==> src/rtl/axil_wr_router_if.sv <==
// ============================================================================
// axil_wr_router_if : bus bundle for the AXI-Lite write router (master side,
//                     decoder and per-slave ports).  Revision: 1.0
// ============================================================================
`default_nettype none

interface axil_wr_router_if #(
  parameter int M          = 4,
  parameter int ADDR_WIDTH = 32,
  parameter int DATA_WIDTH = 32,
  parameter int SLAVE_ID_W = (M > 1) ? $clog2(M) : 1
);
  logic [ADDR_WIDTH-1:0]   s_awaddr;
  logic [2:0]              s_awprot;
  logic                    s_awvalid;
  logic                    s_awready;
  logic [DATA_WIDTH-1:0]   s_wdata;
  logic [DATA_WIDTH/8-1:0] s_wstrb;
  logic                    s_wvalid;
  logic                    s_wready;
  logic [1:0]              s_bresp;
  logic                    s_bvalid;
  logic                    s_bready;

  logic [ADDR_WIDTH-1:0]   dec_addr;
  logic [SLAVE_ID_W-1:0]   dec_slave_id;
  logic                    dec_decerr;

  logic [ADDR_WIDTH-1:0]   m_awaddr;
  logic [2:0]              m_awprot;
  logic [M-1:0]            m_awvalid;
  logic [M-1:0]            m_awready;
  logic [DATA_WIDTH-1:0]   m_wdata;
  logic [DATA_WIDTH/8-1:0] m_wstrb;
  logic [M-1:0]            m_wvalid;
  logic [M-1:0]            m_wready;
  logic [2*M-1:0]          m_bresp;
  logic [M-1:0]            m_bvalid;
  logic [M-1:0]            m_bready;

  // The router itself
  modport slave (
    input  s_awaddr, s_awprot, s_awvalid, s_wdata, s_wstrb, s_wvalid, s_bready,
    output s_awready, s_wready, s_bresp, s_bvalid,
    output dec_addr,
    input  dec_slave_id, dec_decerr,
    output m_awaddr, m_awprot, m_awvalid, m_wdata, m_wstrb, m_wvalid, m_bready,
    input  m_awready, m_wready, m_bresp, m_bvalid
  );

  // Everything around the router: upstream master, decoder and slaves
  modport master (
    output s_awaddr, s_awprot, s_awvalid, s_wdata, s_wstrb, s_wvalid, s_bready,
    input  s_awready, s_wready, s_bresp, s_bvalid,
    input  dec_addr,
    output dec_slave_id, dec_decerr,
    input  m_awaddr, m_awprot, m_awvalid, m_wdata, m_wstrb, m_wvalid, m_bready,
    output m_awready, m_wready, m_bresp, m_bvalid
  );
endinterface

`default_nettype wire

==> src/rtl/axil_wr_router.sv <==
// ============================================================================
// axil_wr_router : single-master to M-slave AXI-Lite write router, one write
//                  in flight. Optional macro AXIL_WR_DECERR_CNT_EN adds
//                  decerr_count.  Revision: 1.0
// ============================================================================
`default_nettype none

module axil_wr_router #(
  parameter int M          = 4,
  parameter int ADDR_WIDTH = 32,
  parameter int DATA_WIDTH = 32,
  parameter int SLAVE_ID_W = (M > 1) ? $clog2(M) : 1
) (
  input  logic              clk,
  input  logic              rst,
`ifdef AXIL_WR_DECERR_CNT_EN
  output logic [15:0]       decerr_count,
`endif
  axil_wr_router_if.slave   bus
);

  typedef enum logic [2:0] {
    IDLE   = 3'd0,
    DECODE = 3'd1,
    ROUTE  = 3'd2,
    WAIT_B = 3'd3,
    ERR_W  = 3'd4,
    RESP   = 3'd5
  } state_t;

  state_t                state_q, state_d;
  logic [ADDR_WIDTH-1:0] addr_q, addr_d;
  logic [2:0]            prot_q, prot_d;
  logic [SLAVE_ID_W-1:0] sel_q, sel_d;
  logic                  aw_done_q, aw_done_d;
  logic                  w_done_q, w_done_d;
  logic [1:0]            bresp_q, bresp_d;

  logic [M-1:0]          sel_oh;
  logic                  aw_hs;
  logic                  w_hs;
  logic                  dec_id_bad;

  assign sel_oh     = M'(1) << sel_q;
  assign aw_hs      = (state_q == ROUTE) && !aw_done_q && bus.m_awready[sel_q];
  assign w_hs       = (state_q == ROUTE) && !w_done_q && bus.s_wvalid && bus.m_wready[sel_q];
  // An index past the last port is treated like an unmapped address
  assign dec_id_bad = int'(bus.dec_slave_id) >= M;

  always_comb begin
    state_d   = state_q;
    addr_d    = addr_q;
    prot_d    = prot_q;
    sel_d     = sel_q;
    aw_done_d = aw_done_q;
    w_done_d  = w_done_q;
    bresp_d   = bresp_q;
    case (state_q)
      IDLE: begin
        if (bus.s_awvalid) begin
          addr_d  = bus.s_awaddr;
          prot_d  = bus.s_awprot;
          state_d = DECODE;
        end
      end
      DECODE: begin
        sel_d   = bus.dec_slave_id;
        state_d = (bus.dec_decerr || dec_id_bad) ? ERR_W : ROUTE;
      end
      ROUTE: begin
        if (aw_hs) aw_done_d = 1'b1;
        if (w_hs)  w_done_d  = 1'b1;
        if ((aw_done_q || aw_hs) && (w_done_q || w_hs)) begin
          aw_done_d = 1'b0;
          w_done_d  = 1'b0;
          state_d   = WAIT_B;
        end
      end
      WAIT_B: begin
        if (bus.m_bvalid[sel_q]) begin
          bresp_d = bus.m_bresp[2*sel_q +: 2];
          state_d = RESP;
        end
      end
      ERR_W: begin
        if (bus.s_wvalid) begin
          bresp_d = 2'b11;
          state_d = RESP;
        end
      end
      RESP: begin
        if (bus.s_bready) state_d = IDLE;
      end
      default: state_d = IDLE;
    endcase
  end

  always_ff @(posedge clk or posedge rst) begin
    if (rst) begin
      state_q   <= IDLE;
      addr_q    <= '0;
      prot_q    <= '0;
      sel_q     <= '0;
      aw_done_q <= 1'b0;
      w_done_q  <= 1'b0;
      bresp_q   <= '0;
    end else begin
      state_q   <= state_d;
      addr_q    <= addr_d;
      prot_q    <= prot_d;
      sel_q     <= sel_d;
      aw_done_q <= aw_done_d;
      w_done_q  <= w_done_d;
      bresp_q   <= bresp_d;
    end
  end

  assign bus.s_awready = (state_q == IDLE);
  assign bus.s_wready  = ((state_q == ROUTE) && !w_done_q && bus.m_wready[sel_q]) ||
                         (state_q == ERR_W);
  assign bus.s_bvalid  = (state_q == RESP);
  assign bus.s_bresp   = bresp_q;

  assign bus.dec_addr  = addr_q;
  assign bus.m_awaddr  = addr_q;
  assign bus.m_awprot  = prot_q;
  assign bus.m_awvalid = ((state_q == ROUTE) && !aw_done_q) ? sel_oh : '0;
  // W is a combinational pass-through, zeroed outside ROUTE so reset shows zeros
  assign bus.m_wvalid  = ((state_q == ROUTE) && !w_done_q && bus.s_wvalid) ? sel_oh : '0;
  assign bus.m_wdata   = (state_q == ROUTE) ? bus.s_wdata : '0;
  assign bus.m_wstrb   = (state_q == ROUTE) ? bus.s_wstrb : '0;
  assign bus.m_bready  = (state_q == WAIT_B) ? sel_oh : '0;

`ifdef AXIL_WR_DECERR_CNT_EN
  logic [15:0] decerr_count_q, decerr_count_d;

  always_comb begin
    decerr_count_d = decerr_count_q;
    if ((state_q == ERR_W) && bus.s_wvalid && (decerr_count_q != 16'hFFFF))
      decerr_count_d = decerr_count_q + 16'd1;
  end

  always_ff @(posedge clk or posedge rst) begin
    if (rst) decerr_count_q <= '0;
    else     decerr_count_q <= decerr_count_d;
  end

  assign decerr_count = decerr_count_q;
`endif

endmodule

`default_nettype wire

==> src/flat_wrapper.sv <==
// flat-port wrapper written by rule: the top's interface ports become plain ports
module axil_wr_router_flat 
#(
  parameter int M          = 4,
  parameter int ADDR_WIDTH = 32,
  parameter int DATA_WIDTH = 32,
  parameter int SLAVE_ID_W = (M > 1) ? $clog2(M) : 1
)
  (clk, rst, bus_s_awaddr, bus_s_awprot, bus_s_awvalid, bus_s_wdata, bus_s_wstrb, bus_s_wvalid, bus_s_bready, bus_s_awready, bus_s_wready, bus_s_bresp, bus_s_bvalid, bus_dec_addr, bus_dec_slave_id, bus_dec_decerr, bus_m_awaddr, bus_m_awprot, bus_m_awvalid, bus_m_wdata, bus_m_wstrb, bus_m_wvalid, bus_m_bready, bus_m_awready, bus_m_wready, bus_m_bresp, bus_m_bvalid);
  axil_wr_router_if #(.M(M), .ADDR_WIDTH(ADDR_WIDTH), .DATA_WIDTH(DATA_WIDTH), .SLAVE_ID_W(SLAVE_ID_W)) bus_i ();
  input  logic clk;
  input  logic rst;
  input wire logic [$bits(bus_i.s_awaddr)-1:0] bus_s_awaddr;
  input wire logic [$bits(bus_i.s_awprot)-1:0] bus_s_awprot;
  input wire logic [$bits(bus_i.s_awvalid)-1:0] bus_s_awvalid;
  input wire logic [$bits(bus_i.s_wdata)-1:0] bus_s_wdata;
  input wire logic [$bits(bus_i.s_wstrb)-1:0] bus_s_wstrb;
  input wire logic [$bits(bus_i.s_wvalid)-1:0] bus_s_wvalid;
  input wire logic [$bits(bus_i.s_bready)-1:0] bus_s_bready;
  output wire logic [$bits(bus_i.s_awready)-1:0] bus_s_awready;
  output wire logic [$bits(bus_i.s_wready)-1:0] bus_s_wready;
  output wire logic [$bits(bus_i.s_bresp)-1:0] bus_s_bresp;
  output wire logic [$bits(bus_i.s_bvalid)-1:0] bus_s_bvalid;
  output wire logic [$bits(bus_i.dec_addr)-1:0] bus_dec_addr;
  input wire logic [$bits(bus_i.dec_slave_id)-1:0] bus_dec_slave_id;
  input wire logic [$bits(bus_i.dec_decerr)-1:0] bus_dec_decerr;
  output wire logic [$bits(bus_i.m_awaddr)-1:0] bus_m_awaddr;
  output wire logic [$bits(bus_i.m_awprot)-1:0] bus_m_awprot;
  output wire logic [$bits(bus_i.m_awvalid)-1:0] bus_m_awvalid;
  output wire logic [$bits(bus_i.m_wdata)-1:0] bus_m_wdata;
  output wire logic [$bits(bus_i.m_wstrb)-1:0] bus_m_wstrb;
  output wire logic [$bits(bus_i.m_wvalid)-1:0] bus_m_wvalid;
  output wire logic [$bits(bus_i.m_bready)-1:0] bus_m_bready;
  input wire logic [$bits(bus_i.m_awready)-1:0] bus_m_awready;
  input wire logic [$bits(bus_i.m_wready)-1:0] bus_m_wready;
  input wire logic [$bits(bus_i.m_bresp)-1:0] bus_m_bresp;
  input wire logic [$bits(bus_i.m_bvalid)-1:0] bus_m_bvalid;
  assign bus_i.s_awaddr = bus_s_awaddr;
  assign bus_i.s_awprot = bus_s_awprot;
  assign bus_i.s_awvalid = bus_s_awvalid;
  assign bus_i.s_wdata = bus_s_wdata;
  assign bus_i.s_wstrb = bus_s_wstrb;
  assign bus_i.s_wvalid = bus_s_wvalid;
  assign bus_i.s_bready = bus_s_bready;
  assign bus_s_awready = bus_i.s_awready;
  assign bus_s_wready = bus_i.s_wready;
  assign bus_s_bresp = bus_i.s_bresp;
  assign bus_s_bvalid = bus_i.s_bvalid;
  assign bus_dec_addr = bus_i.dec_addr;
  assign bus_i.dec_slave_id = bus_dec_slave_id;
  assign bus_i.dec_decerr = bus_dec_decerr;
  assign bus_m_awaddr = bus_i.m_awaddr;
  assign bus_m_awprot = bus_i.m_awprot;
  assign bus_m_awvalid = bus_i.m_awvalid;
  assign bus_m_wdata = bus_i.m_wdata;
  assign bus_m_wstrb = bus_i.m_wstrb;
  assign bus_m_wvalid = bus_i.m_wvalid;
  assign bus_m_bready = bus_i.m_bready;
  assign bus_i.m_awready = bus_m_awready;
  assign bus_i.m_wready = bus_m_wready;
  assign bus_i.m_bresp = bus_m_bresp;
  assign bus_i.m_bvalid = bus_m_bvalid;
  axil_wr_router #(.M(M), .ADDR_WIDTH(ADDR_WIDTH), .DATA_WIDTH(DATA_WIDTH), .SLAVE_ID_W(SLAVE_ID_W)) u_core (.clk(clk), .rst(rst), .bus(bus_i));
endmodule
==> config.mk <==
export PLATFORM = sky130hd
export DESIGN_NAME = axil_wr_router_flat
export DESIGN_NICKNAME = d
export VERILOG_FILES = /design/src/rtl/axil_wr_router_if.sv /design/src/rtl/axil_wr_router.sv /design/src/flat_wrapper.sv
export SDC_FILE = /design/constraint.sdc
export NUM_CORES = 1
export LEC_CHECK = 0
export ABC_AREA = 1
export CORE_MARGIN = 2
export CORE_UTILIZATION = 30
export DETAILED_ROUTE_END_ITERATION = 8
export GPL_TIMING_DRIVEN = 0
export HOLD_SLACK_MARGIN = 0.05
export MAX_ROUTING_LAYER = met4
export PLACE_DENSITY_LB_ADDON = 0.15
export SLEW_MARGIN = 5
export SYNTH_ARGS = -nofsm -noshare
export SYNTH_HDL_FRONTEND = slang
export SYNTH_SLANG_ARGS = --single-unit
==> constraint.sdc <==
create_clock -name clk -period 1.5 [get_ports clk]
set_input_delay 0.3 -clock clk [delete_from_list [all_inputs] [get_ports clk]]
set_output_delay 0.3 -clock clk [all_outputs]
set_load 0.05 [all_outputs]
Word-level counts from Yosys, hierarchy flattened
Index checks and enable logic that the tools add are counted.
{ "totals": {"ram_bits": 0, "elab_cells": 66, "latchBits": 0, "romBits": 0, "out_inout_bits": 120, "memories": 0, "register_bits": 44} }
{ "op_classes": {"bitwise_logic": 0, "mul": 0, "order_cmp": 1, "eq_ne": 10, "n_shift": 2, "add_sub_neg": 0, "muxes": 25, "div_mod_pow": 0, "n_reduce_logical": 21} }
{ "ops": {"columns": ["op", "count"], "rows": [
  ["$mux 32", 1],
  ["$mux 3", 6],
  ["$pmux 3 s6", 1],
  ["$mux 4", 4],
  ["$ne 2x2->1 const B", 4],
  ["$shiftx 8x4->2", 1],
  ["$logic_and 1x1->1", 7],
  ["$mux 1", 7],
  ["$bmux 1 s2", 3],
  ["$eq 3x2->1 const B", 2],
  ["$eq 3x3->1 const B", 2],
  ["$reduce_and 2->1", 3],
  ["$reduce_bool 2->1", 3],
  ["$reduce_and 5->1", 1],
  ["$mux 2", 2],
  ["$pmux 2 s2", 1],
  ["$shl 1x2->4 const A", 1],
  ["$eq 3x1->1 const B", 1],
  ["$logic_not 3->1", 1],
  ["$logic_or 1x1->1", 3],
  ["$lt 2x3->1 const B", 1],
  ["$reduce_and 3->1", 1],
  ["$logic_not 1->1", 2],
  ["$ne 2x1->1 const B", 1]
]} }

Logic depth before layout (Yosys ltp)
{ "logic_depth": {"depth_word": 8, "depth_mapped": 13, "ltp_nobuf": 12} }

Worst setup path before layout
OpenSTA, ideal clock, no wires.
{ "synth_path": {"kind": "register to output", "startpoint": "register u_core.sel_q[0]", "endpoint": "output bus_s_wready", "stages_incl_launch_ff": 6, "setup_slack_ns": -0.681, "arrival_ns": 1.881, "n_path_buf": 1, "path_cell_list": "dfrtp_1 buf_2 inv_2 nand3_1 nand2_1 o31ai_1"} }
{ "synth_between": {"elab_chain_cells": 4} }
{ "synth_lines": {"columns": ["element", "line", "rtl"], "rows": [
  ["start, declared", "axil_wr_router.sv:34", "logic [SLAVE_ID_W-1:0] sel_q, sel_d;"],
  ["start signal, assigned", "axil_wr_router.sv:111", "sel_q <= sel_d;"],
  ["$bmux 1 s2", "axil_wr_router.sv:119", "assign bus.s_wready = ((state_q == ROUTE) && !w_done_q && bus.m_wready[sel_q]) ||"],
  ["$mux 1 (implied by the code)", "axil_wr_router.sv:119", null],
  ["$logic_and 1x1->1", "axil_wr_router.sv:119", null],
  ["$logic_or 1x1->1", "axil_wr_router.sv:119", null],
  ["end, declared", "flat_wrapper.sv:21", "output wire logic [$bits(bus_i.s_wready)-1:0] bus_s_wready;"]
]} }
Every way passes these cells. The select of a mux whose other input is x is not followed.

Final worst setup path
{ "layout_path": {"startpoint": "register u_core.state_q[2]", "endpoint": "output bus_m_wvalid[2]"} }
{ "layout_between": {"elab_chain_cells": 4} }
{ "layout_lines": {"columns": ["element", "line", "rtl"], "rows": [
  ["start, declared", "axil_wr_router.sv:31", "state_t state_q, state_d;"],
  ["start signal, assigned", "axil_wr_router.sv:108", "state_q <= state_d;"],
  ["$eq 3x2->1", "axil_wr_router.sv:129", "assign bus.m_wvalid = ((state_q == ROUTE) && !w_done_q && bus.s_wvalid) ? sel_oh : '0;"],
  ["$logic_and 1x1->1 (2 in series)", "axil_wr_router.sv:129", null],
  ["$mux 4", "axil_wr_router.sv:129", null],
  ["end, declared", "flat_wrapper.sv:32", "output wire logic [$bits(bus_i.m_wvalid)-1:0] bus_m_wvalid;"]
]} }
Every way passes these cells.

==> results list <==
- After synthesis, the share of cell area in mux cells is 18.5%.
- Final count of negative-setup-slack endpoints: 93
* Routing usage on met2: 34.9%
- Period utilisation layout: 127%
- The synthesized netlist devotes 0% of its cell area to adder and majority cells.
* Actual slew at the worst max-slew pin: 507 ps
- By startpoint and endpoint, the worst setup path is classified as register to primary output.
- After synthesis, flip-flops and latches occupy 40.2% of the total area.
- Across all layers, the routed design uses 3042 vias.
- Filler Cells Inserted: 656
* Detailed router's first-iteration violation count: 87
* Final core utilization: 71.1%
- Across the run, the number of max-cap violations was 0.
- Across the routed clock network, the largest skew measured is 4.91 ps.
- Post-CTS clock slew at the launch and capture registers of the worst setup and hold paths: 90 ps
* Ys Warns: 0
- Counting I/O delays and the setup requirement, the final critical path takes 1910 ps.
- For this design the static power due to leakage is 0.00303 uW.
- The number of antenna diodes in the final layout is 0.
- Row generation in the floorplan step produced 34 rows.
- Critical-path top delay cell: sky130_fd_sc_hd__dfrtp_2
- Leaving out fill and tap cells, the most frequent cell in the layout is sky130_fd_sc_hd__clkdlybuf4s50_1.
* Total global-route track usage: 19.3%
- Worst-case setup slack after placement: -882 ps
* Starting density of the core: 31.1%
- Post-Synth XOR/XNOR Area: 0%
- Share of power burned in the clock network: 5.3%
- The critical path goes through nor2_4, nand3_4, nor2_4, inv_4, nor2_2, buf_6.
* Worst-case setup margin in the final layout: -409 ps
- Slew Limit Headroom: 66.4%
* Run status: complete, but fails checks
- Entering global routing, the biggest net connects 30 pins.
- In the layout the commonest cells are 98 x sky130_fd_sc_hd__clkdlybuf4s50_1, 60 x sky130_fd_sc_hd__buf_6, 56 x sky130_fd_sc_hd__nor2_4.
- For this run, the post-layout net count is 685.
- H-tree level count: 2
* Required @ worst endpoint: 1200 ps
- The die covers 9910 um2.
- In this run the worst path has a maximum fanout of 4.
* Tightest Hold Check Type: input port to async pin
- Startpoint kind of the worst setup timing path: register
- Remaining number of nets flagged by the antenna check after routing: 0
* Share of total power in combinational logic: 77.8%
* Remaining DRCs: 0
* Achievable clock frequency: 524 MHz
- The tree built by TritonCTS fans out to 44 sinks.
* Area Growth Syn to Fin: 129%
- Vias per Instance: 4.38
* Seq cells post-synth: 44
- Met1 Use GR: 21.3%
* Weighted congestion at the end of routability-driven global placement: 0.781
- Chip Height: 99.6 um
- Post-synthesis simple-gate area fraction: 20.1%
- RSZ-0062 raised after global routing: true
* Sort of element at the end of the critical path: primary output
- During I/O placement, the number of pins put on the boundary was 219.
- Sequential Power Share: 16.9%
- Number of distinct library cells after synthesis: 24
- Library cell appearing most often on the critical path: sky130_fd_sc_hd__nor2_4
- Average wire per cell in the routed design: 14.9 um
- IO Port Bufs: 218
- Summed over all nets, the half-perimeter wirelength after detailed placement is 7120 um.
- CTS Buf Count: 5
- At the worst endpoint, the arrival time is 1610 ps.
- Initial DRT Pass Iterations: 4
* Buffers plus inverters on the worst setup path: 2
* Horiz. Die Dim: 99.6 um
* Largest family of logic cells by synthesized area: simple AND/OR/NAND/NOR gates
- Of the cells placed in the final design, the portion with a size suffix greater than 1 is 59.5%.
* Layer with the highest usage after global routing: met2
* Power density relative to cell area: 2260 nW/um2
- The longest clock path from root to sink contains 2 buffers.
* Initial antenna violation count: 0
* Top cell family by delay on the critical path: simple AND/OR/NAND/NOR gates
- TritonCTS clock tree: yes
- Met3 global-route usage: 5.13%
- The final reports fail on negative setup slack.
* Total congestion overflow after global routing: 0
- Synthesized-area fraction occupied by ao, oa, aoi and oai cells: 2.28%
* CTS Root Buffer Type: sky130_fd_sc_hd__clkbuf_8
* Hold Fails Final Rpt: 0
- The total area inside the core boundary comes to 8810 um2.
* Max IR drop VDD: 2.09 mV
- Each instance of the synthesized netlist takes up on average 8.56 um2.
- In this design, the stage delay of the slowest critical-path cell is 440 ps.
- Global-route wire length before repair: 15000 um
* Post-synthesis instance area: 2740 um2
- Switching portion of total power: 54.4%
- Clock latency on the worst-skew pair, taken at its later pin, is 300 ps.
* Max-slew violation count: 0
- Post-synthesis net count: 419
- Switching pwr: 7700 uW
- Counting every instance in the synthesized netlist gives 320.
* Vias in the first global route: 3083
* Routed wire length: 10300 um
- Internal power comes to 6450 uW.
- Worst reg-to-reg setup slack: -200 ps
[Yosys cell counts]
library cell / count / area share, %
sky130_fd_sc_hd__inv_1: 53 / 7.3
sky130_fd_sc_hd__nand2_2: 2 / 0.46
sky130_fd_sc_hd__nor2_4: 1 / 0.41
sky130_fd_sc_hd__nor2_1: 56 / 7.7
sky130_fd_sc_hd__o211ai_1: 2 / 0.55
sky130_fd_sc_hd__buf_4: 32 / 8.8
sky130_fd_sc_hd__mux2_2: 5 / 2.1
sky130_fd_sc_hd__nand2_1: 52 / 7.1
sky130_fd_sc_hd__inv_2: 5 / 0.69
sky130_fd_sc_hd__nor2_2: 6 / 1.4
sky130_fd_sc_hd__buf_2: 4 / 0.73
sky130_fd_sc_hd__mux2_4: 30 / 16
sky130_fd_sc_hd__clkbuf_1: 1 / 0.14
sky130_fd_sc_hd__nor3_1: 1 / 0.18
sky130_fd_sc_hd__nand3b_1: 1 / 0.27
sky130_fd_sc_hd__clkinv_1: 1 / 0.14
sky130_fd_sc_hd__buf_6: 3 / 1.2
sky130_fd_sc_hd__o21ai_0: 2 / 0.37
sky130_fd_sc_hd__nand3_1: 10 / 1.8
sky130_fd_sc_hd__o31ai_1: 1 / 0.27
sky130_fd_sc_hd__dfrtp_1: 44 / 40
sky130_fd_sc_hd__nor3_2: 1 / 0.37
sky130_fd_sc_hd__a21oi_1: 6 / 1.1
sky130_fd_sc_hd__nand2_4: 1 / 0.41
[per-layer routing]
layer	wire, um	part of all wire, %
met1	3860	37
met3	875	8.5
met4	179	1.7
met5	0	0
met2	5410	52
[metrics by stage]
stage	area, um2	cells	power (uW)	setup TNS (ps)	hold slack, ps
6_report	6260	695	14200	-23330	285
3_3_place_gp	5450	646	12200	-75530	469
3_5_place_dp	5470	647	12300	-43760	472
2_1_floorplan	3130	320	9350	-7970	449
5_1_grt	6260	695	14800	-29170	301
4_1_cts	6150	683	13800	-19380	292
[repair_timing]
action	4_1_cts	5_1_grt
pin swaps	18	24
hold buffers	0	0
buffers inserted	24	14
resized for setup	601	104
hold endpoints to repair	0	0
gates cloned	4	0
setup endpoints to repair	157	125
[worst reg2reg max path, cell delays in order (launching register included)]
cell and delay [ps]:
sky130_fd_sc_hd__dfrtp_2 420, sky130_fd_sc_hd__buf_4 150, sky130_fd_sc_hd__nor2_4 110, sky130_fd_sc_hd__inv_4 60, sky130_fd_sc_hd__nor2_4 130, sky130_fd_sc_hd__nand2_4 120
sky130_fd_sc_hd__buf_12 160, sky130_fd_sc_hd__buf_12 140, sky130_fd_sc_hd__mux2_4 300
[power groups by stage]
stage | combinational [uW] | clock (uW) | sequential [uW]
after global placement | 9850 | 0 | 2360
after floorplan | 5320 | 0 | 4040
after detailed placement | 9950 | 0 | 2360
after global routing | 11500 | 822 | 2480
after CTS | 10700 | 770 | 2370
final | 11000 | 745 | 2390
[logic make-up after synthesis]
family,after synthesis
AOI/OAI and AO/OA,11
and+or+nand+nor,131
buffers and inverters,99
muxes,35
DFF,44
[cell type report]
class | count | area (um2) | share of cell area (%)
timing repair buffer | 259 | 2650 | 42.3
multi-input combinational | 177 | 1670 | 26.6
sequential | 44 | 1110 | 17.7
buffer | 40 | 385 | 6.15
inverter | 59 | 236 | 3.78
tap | 108 | 135 | 2.16
clock buffer | 6 | 72.6 | 1.16
clock inverter | 2 | 12.5 | 0.200
[state kept, by name, indices dropped and copies added, names as in the netlist]
| name | count |
|---|---|
| u_core.aw_done_q | 1 |
| u_core.bus.m_awprot | 3 |
| u_core.bus.s_bresp | 2 |
| u_core.w_done_q | 1 |
| u_core.state_q | 3 |
| u_core.sel_q | 2 |
| u_core.bus.dec_addr | 32 |
[final timing paths]
check	from	endpoint	cells past startpoint
max in group asynchronous	rst	u_core.state_q[2]	3
setup reg to reg	u_core.state_q[1]	u_core.bus.dec_addr[31]	8
hold reg to reg	u_core.bus.s_bresp[1]	u_core.bus.s_bresp[1]	2
setup / recovery	u_core.state_q[2]	bus_m_wvalid[2]	6
min in group clk	u_core.bus.s_bresp[1]	u_core.bus.s_bresp[1]	2
hold / removal	rst	u_core.bus.dec_addr[31]	2
(Power assumes the default switching activity.)
